===== config.mk =====
export PLATFORM = sky130hd
export DESIGN_NAME = adder_input_stage
export DESIGN_NICKNAME = d
export VERILOG_FILES = /design/src/rtl/adder_input_stage.sv
export SDC_FILE = /design/constraint.sdc
export NUM_CORES = 1
export LEC_CHECK = 0
export ABC_AREA = 1
export BUFFER_PORTS_ARGS = -buffer_cell sky130_fd_sc_hd__buf_4
export CAP_MARGIN = 25
export CORE_UTILIZATION = 49
export CTS_BUF_LIST = sky130_fd_sc_hd__clkbuf_8
export CTS_CLUSTER_SIZE = 25
export DETAILED_ROUTE_END_ITERATION = 10
export PLACE_DENSITY_LB_ADDON = 0.15
export SLEW_MARGIN = 15
export SYNTH_ARGS = -nofsm -noshare
export SYNTH_HDL_FRONTEND = slang
export SYNTH_SLANG_ARGS = --single-unit

===== constraint.sdc =====
create_clock -name clk -period 2.1 [get_ports clk]
set_input_delay 0.315 -clock clk [delete_from_list [all_inputs] [get_ports clk]]
set_output_delay 0.315 -clock clk [all_outputs]
set_load 0.01 [all_outputs]

===== src/rtl/adder_input_stage.sv =====
// Receiving end of the multiplier-to-adder handshake: captures an operand
// pair, adds it over a registered two-stage pipeline and reports the sum.
module adder_input_stage #(
    parameter int         WIDTH   = 32,
    parameter logic [4:0] CLR_CNT = 5'd0
) (
    input  logic             clk,
    input  logic             GlobalReset,
    input  logic             srdyi,
    input  logic [4:0]       count_global,
    input  logic [WIDTH-1:0] add1_i,
    input  logic [WIDTH-1:0] add2_i,
    output logic [WIDTH-1:0] sum_o,
    output logic             carry_o,
    output logic             srdyo,
    output logic [WIDTH-1:0] add_prev,
    output logic             busy,
    output logic             overrun
);

    typedef enum logic [1:0] {
        S_IDLE,
        S_ADD,
        S_DONE
    } state_t;

    state_t           r_state;
    logic [WIDTH-1:0] r_a;
    logic [WIDTH-1:0] r_b;
    logic [WIDTH:0]   w_sum;

    assign w_sum = {1'b0, r_a} + {1'b0, r_b};

    always_ff @(posedge clk) begin
        if (!GlobalReset) begin
            r_state  <= S_IDLE;
            r_a      <= '0;
            r_b      <= '0;
            sum_o    <= '0;
            carry_o  <= 1'b0;
            srdyo    <= 1'b0;
            add_prev <= '0;
            busy     <= 1'b0;
            overrun  <= 1'b0;
        end else begin
            srdyo <= 1'b0;
            // Frame-start clear; a DONE update below takes precedence.
            if (count_global == CLR_CNT) begin
                add_prev <= '0;
            end
            unique case (r_state)
                S_IDLE: begin
                    if (srdyi) begin
                        r_a     <= add1_i;
                        r_b     <= add2_i;
                        r_state <= S_ADD;
                        busy    <= 1'b1;
                    end else begin
                        busy    <= 1'b0;
                    end
                end
                S_ADD: begin
                    {carry_o, sum_o} <= w_sum;
                    srdyo   <= 1'b1;
                    r_state <= S_DONE;
                    busy    <= 1'b1;
                    if (srdyi) begin
                        overrun <= 1'b1;
                    end
                end
                S_DONE: begin
                    add_prev <= sum_o;
                    if (srdyi) begin
                        r_a     <= add1_i;
                        r_b     <= add2_i;
                        r_state <= S_ADD;
                        busy    <= 1'b1;
                    end else begin
                        r_state <= S_IDLE;
                        busy    <= 1'b0;
                    end
                end
                default: begin
                    r_state <= S_IDLE;
                    busy    <= 1'b0;
                end
            endcase
        end
    end

endmodule


==> results of run 1 <==
cell usage after synthesis (all sizes together):
cell type / n / area share (%)
a21oi: 51 / 3.6
o21ai: 88 / 6.2
a31oi: 1 / 0.087
nand3b: 1 / 0.10
xnor2: 1 / 0.12
xor2: 13 / 1.6
dfxtp: 134 / 37
o21bai: 3 / 0.31
nand2: 264 / 14
inv: 172 / 9.0
nor2: 197 / 11
a22o: 1 / 0.12
o2111ai: 1 / 0.12
o32ai: 18 / 2.2
fa: 1 / 0.28
nand4: 3 / 0.26
buf: 13 / 0.82
nor3: 6 / 0.56
ha: 32 / 5.6
o22ai: 3 / 0.26
nand3: 64 / 4.8
clkbuf: 32 / 1.7
and2: 1 / 0.087
power by group:
| group | total, mW | switching (mW) | leakage (nW) | internal [mW] |
|---|---|---|---|---|
| logic | 1.14 | 0.687 | 3.36 | 0.452 |
| clock network | 2.31 | 1.06 | 0.213 | 1.25 |
| registers | 2.79 | 0.0951 | 1.10 | 2.70 |
| total | 6.24 | 1.84 | 4.68 | 4.40 |
cells in the final DEF, fill, tap and decap left out:
cell / instances
a21oi_1: 51
a22o_1: 1
a31oi_1: 1
and2_1: 1
buf_12: 1
buf_4: 150
bufinv_16: 3
clkbuf_8: 19
clkinv_2: 2
clkinv_4: 2
clkinvlp_4: 2
dfxtp_1: 134
fa_2: 1
ha_1: 32
inv_1: 168
inv_2: 4
inv_6: 4
nand2_1: 255
nand2_2: 9
nand3_1: 59
nand3_2: 5
nand3b_1: 1
nand4_1: 3
nor2_1: 186
nor2_2: 11
nor3_1: 4
nor3_2: 2
o2111ai_1: 1
o21ai_0: 85
o21ai_1: 3
o21bai_1: 3
o22ai_1: 3
o32ai_1: 18
xnor2_1: 1
xor2_1: 13
layout make-up:
class	count	share of cell area, %
clock buffer	19	2.97
clock inverter	13	1.91
inverter	172	7.34
multi-input combinational	749	41.7
sequential	134	30.5
tap	180	2.56
timing repair buffer	151	13.0
final timing paths:
kind,start,endpoint,slack [ns],cells past startpoint
worst max-delay path,r_a[0],sum_o[24],0.19,12
worst min-delay path,add1_i[2],r_a[2],0.08,3
worst max register to register,r_a[0],sum_o[24],0.19,12
worst min register to register,add_prev[16],add_prev[16],0.47,2
layer usage:
layer / global-route usage (%) / part of all wire [%] / vias to the layer above
met1: 36.1 / 52 / 3030
met4: 7.55 / 1.3 / 0
met3: 4.41 / 5.4 / 17
li1: - / - / 3693
met2: 35.6 / 42 / 167
met5: 0 / 0 / -
worst min-delay path, cell delays in order:
cell	delay [ns]
buf_4	0.08
nor2_1	0.03
nor2_1	0.08
flip-flops by register name, summed over array words and instances (netlist names):
| signal | count |
|---|---|
| busy | 1 |
| r_state | 2 |
| overrun | 1 |
| add_prev | 32 |
| r_a | 32 |
| srdyo | 1 |
| carry_o | 1 |
| r_b | 32 |
| sum_o | 32 |
cells by family after synthesis:
group	count (synthesis)	share of synthesized area (%)
buf+inv	217	11.5
fa+ha+maj	33	5.87
compound gates	166	12.8
xor+xnor	14	1.71
flops	134	37.5
simple gates	536	30.6
metrics by stage:
stage | total power [mW] | cell area [um^2] | setup slack, ns
after floorplan | 3.56 | 7160 | 0.320
after global placement | 3.97 | 8330 | 0.164
after detailed placement | 3.98 | 8330 | 0.124
after CTS | 6.26 | 8760 | 0.109
after global routing | 6.54 | 8790 | 0.0138
final | 6.24 | 8790 | 0.189
==> flow_summary.ini, run 1 <==
[status]
status = complete, no violations

[floorplan]
num_rows = 43
core_um2 = 14000
ios = 140
fp.dieH_um = 123
initial_core_util_pct = 51.0
fp.dieArea_um2 = 15100
die_w_um = 123

[drt]
vias = 6907
drc_errors = 0
drt_pass1_iterations = 7
postRouteAntennaNets = 0
vias_per_cell = 4.87
first_iter_violations = 478
wl_per_cell_um = 12.3
wirelength_um = 17500

[placement]
dpl.cell_count = 1385
place_congestion = 0.925
place_hpwl_um = 13000
port_buffers = 139

[synthesis]
yosysWarnings = 0
ys_ff_latch = 134
syn_area_um2 = 7160
syn_avg_cell_area_um2 = 6.51
syn-num-nets = 1205
netlist_instances = 1100
ys_types = 30
synth_seq_area_share_pct = 37.5

[sta]
whs_ns = 0.0814
setup_viol = 0
period_minus_slack_ns = 1.91
rsz0062_at_grt = false
tightestPinTransition_ns = 0.537
fin_crit_sh_pct = 91.0
fin_skew_ns = 0.0127
finalHoldViolations = 0
relSlewSlack_pct = 64.2
slew_violations = 0
fmax_mhz = 523
fin_tns_setup_ns = 0

[finish]
multi_input_area_um2 = 3660
num_antenna_cells = 0
final_layout_size_suffix_gt1_share_pct = 17.4
nets = 1330
final_cells = 1418
register_area_um2 = 2680
final_util_pct = 62.6
nFillCells = 1344
syn2layout_area_growth_pct = 22.8

[cts]
cts_root_buf = clkbuf_8
clkTransAtPathRegs_ns = 0.08
cts_sinks = 134
postCtsSetupRepairBufs = 0
cts_hold_buf = 0
cts_tree = built
cts_buffers = 17
ctsLongestPathBuffers = 2
ctsHtreeMaxLevel = 4
clkLatencyLatePin_ns = 0.45
cts_resized = 0

[grt]
grt_pass1_vias = 6193
track_usage_pct = 24.4
grt_overflow = 0
grt_max_degree = 67
antenna_found_initial = 0
grt_pass1_wl_um = 29200

[worst_setup_path]
crit_path_end_kind = flop
path_cells = ha_1, fa_2, nand3_1, nand3_1, nand2_1, nand2_1, nand3_2, nand3_1, nand2_1, nand3_1, nand2_1, inv_1
crit_type = reg -> reg
worst-path-buf-inv = 1
crit_slowest_cell = fa_2
critPathTopFamily = simple AND/OR/NAND/NOR gates
cp_slowest_stage_delay_ns = 0.39
cp.required_ns = 2.45
worst-path-max-fanout = 4
crit_arrival_ns = 2.26
critPathLaunchType = flop

[job]
max_cap_violations = 0

[min_path]
hp-class = in -> reg

[pwr]
power_density_nw_per_um2 = 709
peakVddDrop_v = 0.000505
leakagePower_nw = 4.68
Power figures use the tool's default switching activity.
==> inputs of run 2 (changes only) <==
==> constraint.sdc (replaced) <==
create_clock -name clk -period 2.25 [get_ports clk]
set_input_delay 0.3375 -clock clk [delete_from_list [all_inputs] [get_ports clk]]
set_output_delay 0.3375 -clock clk [all_outputs]
set_load 0.01 [all_outputs]
==> run 2 against run 1 <==
Net effect: sequential share of layout area increased by 0.13 points; cell count decreased by 0.28%; via count increased by 0.87%; design area decreased by 0.43%; critical path type unchanged; largest power group unchanged.
==> flow_summary.ini, run 2 (synthesis gave the netlist of run 1 again) <==
[worst_setup_path]
r2r_end = sum_o[24]
r2r_cells = 12
r2r_setup_slack_ns = 0.27
worstSetupStartpoint = r_a[0]
rr_startpoint = r_a[0]
cp.required_ns = 2.61
timing.critical_path.to = sum_o[24]
crit_path_end_kind = flop
worst-path-max-fanout = 4
crit_type = reg -> reg
critPathLaunchType = flop
crit_arrival_ns = 2.34

[drt]
wirelength_um = 17900
drt_pass1_iterations = 7
vias = 6967
vias_per_cell = 4.93
first_iter_violations = 517
drc_errors = 0
postRouteAntennaNets = 0
wl_per_cell_um = 12.7

[grt]
track_usage_pct = 25.0
grt_pass1_vias = 6250
grt_max_degree = 67
grt_overflow = 0
met3_usage_pct = 4.60
antenna_found_initial = 0
top_usage_layer = met2
grt_use_met1_pct = 36.0
grt_pass1_wl_um = 29600
gr-usage-met2_pct = 37.0

[pwr]
power_mw = 5.64
power_density_nw_per_um2 = 644
leakagePower_nw = 4.65
peakVddDrop_v = 0.000301

[finish]
nets = 1327
syn2layout_area_growth_pct = 22.3
final_layout_size_suffix_gt1_share_pct = 16.8
layout_commonest_cell = nand2_1
num_antenna_cells = 0
mostFrequentLayoutCells = nand2_1, nor2_1, inv_1

[floorplan]
fp.dieH_um = 123
core_um2 = 14000
die_w_um = 123
ios = 140
fp.dieArea_um2 = 15100
num_rows = 43
initial_core_util_pct = 51.0

[cts]
cts_tree = built
cts_resized = 0
clkTransAtPathRegs_ns = 0.08
cts_buffers = 17
cts_sinks = 134
postCtsSetupRepairBufs = 0
ctsLongestPathBuffers = 2
cts_hold_buf = 0
ctsHtreeMaxLevel = 4
cts_root_buf = clkbuf_8
clkLatencyLatePin_ns = 0.46

[sta]
period_minus_slack_ns = 1.98
fmax_mhz = 505
tightestPinTransition_ns = 0.553
slew_violations = 0
fin_tns_setup_ns = 0
fin_crit_sh_pct = 88.0
fin_skew_ns = 0.0104
finalHoldViolations = 0
relSlewSlack_pct = 63.1
setup_viol = 0
rsz0062_at_grt = false

[placement]
port_buffers = 139
place_hpwl_um = 13100
place_congestion = 0.912

[job]
max_cap_violations = 0

[min_path]
hp-class = in -> reg

[status]
status = complete, no violations
[run 2: cell types whose count changed in the layout (fill, tap and decap cells not counted), sizes merged]
cell / delta
inv: -2
buf: -3
clkinvlp: +3
clkbuf: -1
bufinv: -1
[run 2: through the flow]
| stage | area (um^2) | hold slack [ns] | utilization [%] | cells | setup WS, ns |
|---|---|---|---|---|---|
| 3_5_place_dp | 8350 | 0.462 | 59.5 | 1382 | 0.296 |
| 3_3_place_gp | 8350 | 0.457 | 59.5 | 1382 | 0.343 |
| 5_1_grt | 8750 | 0.0913 | 62.3 | 1414 | 0.0155 |
| 4_1_cts | 8730 | 0.0750 | 62.2 | 1413 | 0.271 |
| 6_report | 8750 | 0.0972 | 62.3 | 1414 | 0.269 |
| 2_1_floorplan | 7160 | 0.463 | - | 1100 | 0.470 |
[run 2: worst min-delay path by stage]
| stage | from | endpoint | depth (start not counted) |
|---|---|---|---|
| after floorplan | srdyi | overrun | 1 |
| after global placement | add_prev[19] | add_prev[19] | 2 |
| after detailed placement | add_prev[19] | add_prev[19] | 2 |
| after CTS | add1_i[30] | r_a[30] | 3 |
| after global routing | add1_i[6] | r_a[6] | 3 |
| final | add2_i[30] | r_b[30] | 3 |
[run 2: cell type report]
type                            count  area, um^2
Sequential cell                   134        2680
Inverter                          172         646
Fill cell                        1388        5290
Multi-Input combinational cell    749        3650
Clock inverter                     13         136
Tap cell                          180         225
Timing Repair Buffer              148        1160
Clock buffer                       18         248
[run 2: per-layer routing]
metal / routed length (um) / share of wire [%]
met1: 9190 / 51
met2: 7510 / 42
met3: 940 / 5.2
met4: 278 / 1.6
met5: 0 / 0
[run 2: worst max-delay path, stage by stage, from the launching register on]
cell and delay [ns]:
dfxtp_1 0.32, ha_1 0.24, fa_1 0.45, nand3_1 0.11, nand3_1 0.12, nand2_1 0.09, nand2_1 0.09, nand3_1 0.12
nand3_1 0.11, nand2_1 0.07, nand3_1 0.06, nand2_1 0.06, inv_1 0.03
[run 2: where the power goes]
group	switching (mW)	internal (mW)
Clock	0.961	0.998
Sequential	0.0906	2.52
Combinational	0.647	0.426
Total	1.70	3.94
==> inputs of run 3 (changes only) <==
--- a/config.mk
+++ b/config.mk
@@ -13,6 +13,7 @@
 export CTS_CLUSTER_SIZE = 25
 export DETAILED_ROUTE_END_ITERATION = 10
 export PLACE_DENSITY_LB_ADDON = 0.15
+export RECOVER_POWER = 25
 export SLEW_MARGIN = 15
 export SYNTH_ARGS = -nofsm -noshare
 export SYNTH_HDL_FRONTEND = slang
==> run 3 against run 2 <==
Net effect: wire length up 0.32%; via count down 0.16%; worst hold slack better by 0.0013 ns; sequential power about the same; critical path depth unchanged; flip-flop and latch count unchanged; die area unchanged; total power down 0.47%; highest routed layer unchanged.
==> flow_summary.ini, run 3 (synthesis gave the netlist of run 1 again) <==
[status]
status = complete, no violations

[worst_setup_path]
worst-path-max-fanout = 4
cp_slowest_stage_delay_ns = 0.45
path_cells = ha_1, fa_1, nand3_1, nand3_1, nand2_1, nand2_1, nand3_1, nand3_1, nand2_1, nand3_1, nand2_1, inv_1
path_common_cell = nand3_1
crit_path_end_kind = flop
crit_slowest_cell = fa_1
cp.required_ns = 2.61
crit_type = reg -> reg
crit_arrival_ns = 2.34
critPathLaunchType = flop

[cts]
cts_tree = built
cts_resized = 0
cts_buffers = 17
cts_root_buf = clkbuf_8
postCtsSetupRepairBufs = 0
ctsLongestPathBuffers = 2
cts_hold_buf = 0
clkLatencyLatePin_ns = 0.46
clkTransAtPathRegs_ns = 0.08
ctsHtreeMaxLevel = 4
cts_sinks = 134

[floorplan]
num_rows = 43
die_w_um = 123
fp.dieH_um = 123
core_um2 = 14000
initial_core_util_pct = 51.0
ios = 140
fp.dieArea_um2 = 15100

[drt]
drt_pass1_iterations = 5
vias_per_cell = 4.92
postRouteAntennaNets = 0
wl_per_cell_um = 12.7
vias = 6956
first_iter_violations = 535
drc_errors = 0
wirelength_um = 18000

[finish]
final_cells = 1414
nets = 1327
layout_commonest_cell = nand2_1
num_antenna_cells = 0
mostFrequentLayoutCells = nand2_1, nor2_1, inv_1
syn2layout_area_growth_pct = 19.7
final_layout_size_suffix_gt1_share_pct = 12.7

[pwr]
p_clk_share_pct = 34.9
swShare_pct = 30.2
peakVddDrop_v = 0.000302
pwr-share-comb_pct = 18.7
p_int_mw = 3.92
leakagePower_nw = 4.44
power_density_nw_per_um2 = 655
p_sw_mw = 1.69
p_seq_share_pct = 46.4

[sta]
setup_viol = 0
relSlewSlack_pct = 60.3
slew_violations = 0
fmax_mhz = 504
fin_crit_sh_pct = 88.1
finalHoldViolations = 0
period_minus_slack_ns = 1.98
fin_tns_setup_ns = 0
fin_skew_ns = 0.0107
tightestPinTransition_ns = 0.596
rsz0062_at_grt = false

[grt]
track_usage_pct = 25.0
grt_pass1_wl_um = 29600
antenna_found_initial = 0
grt_overflow = 0
grt_pass1_vias = 6250
grt_max_degree = 67

[placement]
port_buffers = 139
place_congestion = 0.912
dpl.cell_count = 1382
place_hpwl_um = 13100

[min_path]
hp-class = in -> reg

[job]
max_cap_violations = 0
run 3: cell types whose count changed in the layout (fill, tap and decap cells not counted), sizes merged:
cell	delta
clkbuf	+49
buf	-49
run 3: worst paths after layout:
kind | slack (ns) | endpoint | cells after the start | start
worst max-delay path | 0.27 | sum_o[24] | 12 | r_a[0]
worst min-delay path | 0.1 | r_a[1] | 3 | add1_i[1]
worst max register to register | 0.27 | sum_o[24] | 12 | r_a[0]
worst min register to register | 0.48 | add_prev[19] | 2 | add_prev[19]
run 3: critical path, delay by kind of cell (launching register included):
kind	cells	cell delay, ns
simple gates	9	0.84
buf+inv	1	0.03
fa+ha+maj	2	0.69
flops	1	0.32
run 3: layout make-up:
class,instances,area (um^2)
repair buffers,148,977
fillers,1439,5470
flip-flops and latches,134,2680
clock inverters,13,136
multi-input cells,749,3650
inverters,172,646
well taps,180,225
clock buffers,18,248
run 3: through the flow:
step / hold slack [ns] / utilization, % / setup slack, ns / total power [mW] / instance area (um^2)
after floorplan: 0.463 / - / 0.470 / 3.32 / 7160
after global placement: 0.457 / 59.5 / 0.343 / 3.71 / 8350
after detailed placement: 0.462 / 59.5 / 0.296 / 3.72 / 8350
after CTS: 0.0750 / 62.2 / 0.271 / 5.67 / 8730
after global routing: 0.0913 / 61.0 / 0.0155 / 5.90 / 8570
final: 0.0985 / 61.0 / 0.267 / 5.61 / 8570
run 3: per-layer routing:
metal,GRT usage (%),up-vias,share of wire [%]
li1,-,3687,-
met1,36.0,3052,51
met2,37.0,195,42
met3,4.60,22,6.0
met4,8.84,0,1.5
met5,0,-,0
run 3: power by group through the flow:
stage                     Clock, mW  Sequential, mW  Combinational [mW]
after floorplan                   0            2.66               0.662
after CTS                      2.00            2.61                1.07
after global placement            0            2.66                1.05
final                          1.96            2.61                1.05
after global routing           2.09            2.62                1.19
after detailed placement          0            2.66                1.06
